[src/rtl/mult8_seq_ctrl.sv]
// rtl/mult8_seq_ctrl.sv - 8x8 unsigned multiply sequenced over one shared 4x4 multiplier
module mult8_seq_ctrl (
    input  logic        clk,
    input  logic        reset,
    input  logic        start,
    input  logic [7:0]  a,
    input  logic [7:0]  b,
    output logic        busy,
    output logic        done,
    output logic [15:0] product,
    output logic [3:0]  mul_a,
    output logic [3:0]  mul_b,
    output logic        mul_cin,
    input  logic [7:0]  mul_product
);

    typedef enum logic [1:0] {IDLE, MUL, DONE} state_t;

    state_t      state;
    logic [1:0]  step;
    logic [7:0]  a_q;
    logic [7:0]  b_q;
    logic [15:0] acc;
    logic [15:0] term;
    logic [15:0] sum;

    assign mul_cin = 1'b0;

    // Step order: aL*bL, aH*bL, aL*bH, aH*bH; the nibble ports rest at zero outside MUL.
    always_comb begin
        mul_a = 4'h0;
        mul_b = 4'h0;
        if (state == MUL) begin
            mul_a = step[0] ? a_q[7:4] : a_q[3:0];
            mul_b = step[1] ? b_q[7:4] : b_q[3:0];
        end
    end

    always_comb begin
        term = 16'h0000;
        case (step)
            2'd0:    term = {8'h00, mul_product};
            2'd1,
            2'd2:    term = {4'h0, mul_product, 4'h0};
            default: term = {mul_product, 8'h00};
        endcase
        sum = acc + term;
    end

    always_ff @(posedge clk) begin
        if (reset) begin
            state   <= IDLE;
            step    <= 2'd0;
            a_q     <= 8'h00;
            b_q     <= 8'h00;
            acc     <= 16'h0000;
            product <= 16'h0000;
            busy    <= 1'b0;
            done    <= 1'b0;
        end else begin
            case (state)
                IDLE: begin
                    done <= 1'b0;
                    if (start) begin
                        a_q   <= a;
                        b_q   <= b;
                        acc   <= 16'h0000;
                        step  <= 2'd0;
                        busy  <= 1'b1;
                        state <= MUL;
                    end
                end
                MUL: begin
                    acc  <= sum;
                    step <= step + 2'd1;
                    if (step == 2'd3) begin
                        product <= sum;
                        done    <= 1'b1;
                        state   <= DONE;
                    end
                end
                DONE: begin
                    done  <= 1'b0;
                    busy  <= 1'b0;
                    state <= IDLE;
                end
                default: begin
                    done  <= 1'b0;
                    busy  <= 1'b0;
                    state <= IDLE;
                end
            endcase
        end
    end

endmodule

[config.mk]
export PLATFORM = sky130hd
export DESIGN_NAME = mult8_seq_ctrl
export DESIGN_NICKNAME = d
export VERILOG_FILES = /design/src/rtl/mult8_seq_ctrl.sv
export SDC_FILE = /design/constraint.sdc
export NUM_CORES = 1
export LEC_CHECK = 0
export BUFFER_PORTS_ARGS = -buffer_cell sky130_fd_sc_hd__buf_2
export CAP_MARGIN = 20
export CORE_ASPECT_RATIO = 2
export CORE_MARGIN = 1
export CORE_UTILIZATION = 37
export DETAILED_ROUTE_END_ITERATION = 7
export GPL_ROUTABILITY_DRIVEN = 0
export SLEW_MARGIN = 20
export SYNTH_ARGS = -nofsm -noshare
export SYNTH_HDL_FRONTEND = slang
export SYNTH_SLANG_ARGS = --single-unit
[constraint.sdc]
create_clock -name clk -period 5.91 [get_ports clk]
set_input_delay 1.4775 -clock clk [delete_from_list [all_inputs] [get_ports clk]]
set_output_delay 1.4775 -clock clk [all_outputs]
set_load 0.02 [all_outputs]
==> impl_metrics.py <==
metrics = {
    "sta": {
        "relSlewSlack": 0.276,
        "tightestPinTransition_ns": 1.08,
        "finalMaxSlewViolations": 0,
        "finalCriticalPeriod_ns": 3.51,
        "setup_tns_ns": 0,
        "skew_ns": 0.00657,
        "setup_viol_count_final": 0,
        "final_hold_viol_count": 0,
        "fmax_mhz": 285,
        "fin_ws_ns": 2.40,
        "period_share": 0.594,
        "rsz0062_at_grt": "no",
    },
    "worst_setup_path": {
        "start_kind": "register",
        "rr_worst_depth": 11,
        "reg2reg_to": "acc[14]",
        "criticalPathCategory": "reg -> reg",
        "critPathMaxStageDelay_ns": 0.60,
        "cp_top_family": "adder cells",
        "crit_path_end_kind": "register",
        "cp.arrival_ns": 3.70,
        "r2r-start": "step[1]",
        "cp_slowest_cell": "ha_1",
        "crit_top_cell": "ha_1",
        "critPathMaxFanout": 18,
        "path_cells": "ha_1, nor2b_1, and2_1, ha_1, fa_1, a21oi_1, o211a_1, nor3_1, o31a_1, xor2_1, a22o_1",
        "cp.required_ns": 6.10,
        "crit_buf_inv": 0,
        "rrSetupSlack_ns": 2.40,
    },
    "logic_synthesis": {
        "synth_cell_type_count": 53,
        "yosys_most_used_dff": "dfxtp_1",
        "async_flop_share": 0,
        "syn_inst": 361,
        "yosysTopAreaCell": "dfxtp_1",
        "ys_seq_elements": 54,
        "synth_warnings": 0,
        "synth_area_sq_mm": 0.00298,
        "yosysMostFrequentCell": "nand2_1",
        "syn_avg_cell_area_sq_um": 8.25,
        "synth_common_cells": "nand2_1 (60), dfxtp_1 (54), a21oi_1 (40)",
        "synth_nets": 406,
        "synth_top_area_frac": 0.363,
        "synth_area_leaders": "dfxtp_1 (36%), nand2_1 (7.6%), ha_1 (7.1%), a21oi_1 (6.7%), nor2_1 (4.0%)",
        "synth_edf_count": 0,
        "seq_area_frac_synth": 0.363,
    },
    "grt": {
        "antenna_found_initial": 0,
        "grt_pass1_vias": 2647,
        "overflow": 0,
        "track_usage": 0.205,
        "grt_max_degree": 50,
        "grt_pass1_wl_um": 13000,
    },
    "hold_path": {
        "min_path_type": "reg -> reg",
        "min_path_cells": 2,
        "hold_end": "product[10]",
        "worstHoldStart": "product[10]",
    },
    "clocking": {
        "h-tree-depth": 2,
        "cts_setup_buffers": 0,
        "ctsHoldBuffers": 0,
        "numCtsBuffers": 5,
        "root_buffer": "clkbuf_16",
        "cts.clk_slew.worst_paths_ns": 0.07,
        "cts_buffer_depth": 2,
        "cts_tree": "done",
        "clock_sinks": 54,
        "ctsResizeCount": 0,
        "clk_latency_ns": 0.30,
    },
    "drt": {
        "wl_per_cell_um": 16.4,
        "drcViolationCount": 0,
        "final_antenna_net_count": 0,
        "drt_iter0_markers": 181,
        "via_per_inst": 5.55,
        "vias": 2747,
        "dr.pass1.iters": 5,
        "totalWireLength_um": 8120,
    },
    "pwr": {
        "power_frac_seq": 0.439,
        "vdd_drop_max_mv": 0.173,
        "switching_share": 0.269,
        "combPwrFrac": 0.160,
        "switching_power_mw": 0.237,
        "p_leak_nw": 1.51,
        "p_int_mw": 0.643,
        "clkPwrFrac": 0.401,
        "power.density_cell_area_mw_per_mm2": 256,
    },
    "cells_and_area": {
        "nets": 443,
        "syn2layout_area_growth_pct": 15.7,
        "final_layout_size_suffix_gt1_frac": 0.173,
        "antennaDiodeCount": 0,
    },
    "placement": {
        "dp_hpwl_um": 6130,
        "dp_slack_ns": 2.21,
        "portBuffers": 52,
    },
    "floorplanning": {
        "fp.coreArea_sq_mm": 0.00789,
        "die_h_um": 129,
        "start_util": 0.377,
        "dieArea_sq_mm": 0.00843,
        "die_width_um": 65.4,
        "io_pins": 54,
        "row_count": 46,
    },
    "run": {
        "cap_violations": 0,
    },
    "status": {
        "status": "complete, no violations",
    },
}
power groups by stage:
stage	combinational [mW]	sequential (mW)	clock (mW)
6_report	0.141	0.387	0.353
5_1_grt	0.156	0.388	0.371
4_1_cts	0.142	0.387	0.360
3_5_place_dp	0.141	0.395	0
3_3_place_gp	0.138	0.395	0
2_1_floorplan	0.101	0.392	0
state kept, by name (all words and copies together), names as in the netlist:
register	count
a_q	8
acc	16
b_q	8
busy	1
done	1
product	16
state	2
step	2
through the flow:
stage	instance area, sq um	hold slack (ns)	power [mW]	std cells	utilization
after floorplan	2980	0.436	0.493	361	-
after global placement	3260	0.442	0.533	486	0.413
after detailed placement	3270	0.447	0.536	487	0.414
after CTS	3440	0.457	0.888	495	0.437
after global routing	3440	0.476	0.916	495	0.437
final	3440	0.456	0.880	495	0.437
how the worst max path moves through the flow:
stage                               from       to  slack (ns)  cells past startpoint
after floorplan           mul_product[0]  acc[14]        2.50                      9
final                            step[1]  acc[14]        2.40                     11
after detailed placement  mul_product[0]  acc[14]        2.21                     10
after global placement    mul_product[0]  acc[14]        2.24                     10
after CTS                        step[1]  acc[14]        2.41                     11
after global routing             step[1]  acc[14]        2.11                     11
worst reg2reg max path: stages, from the launching register on:
cell and delay [ns]:
dfxtp_1 0.57, ha_1 0.61, nor2b_1 0.17, and2_1 0.20
ha_1 0.20, fa_1 0.45, a21oi_1 0.21, o211a_1 0.22
nor3_1 0.09, o31a_1 0.34, xor2_1 0.15, a22o_1 0.20
layer usage:
layer	share of wire	global-route usage
met2	0.52	0.363
met3	0.037	0.0372
met4	0.077	0.164
met5	0	0
met1	0.36	0.203
logic make-up (layout without fill, tap and decap cells):
group,Yosys count,after routing,share of synthesized area
and+or+nand+nor,136,136,0.218
AOI/OAI and AO/OA,106,106,0.241
DFF,54,54,0.363
buffers and inverters,27,65,0.0391
adders and majority gates,18,18,0.0782
xor gates and xnor gates,11,11,0.0324
muxes,8,8,0.0269
other,1,1,0.00126
area by class of cell:
cell class              instances  area, sq um
fillers                       800         4440
multi-input cells             280         1780
flip-flops and latches         54         1080
repair buffers                 53          272
clock buffers                   6          139
well taps                      96          120
clock inverters                 2         38.8
inverters                       4         15.0
placed cells by master (no fill, tap or decap), types with 8 or more instances in the layout:
master   netlist  layout
nand2_1       60      60
and2_1         8       8
ha_1          17      17
o21ai_0        8       8
a22o_1        13      13
dfxtp_1       54      54
mux2i_1        8       8
nor2_1        32      32
buf_2          3      52
a21oi_1       40      40
(Power assumes the default switching activity.)
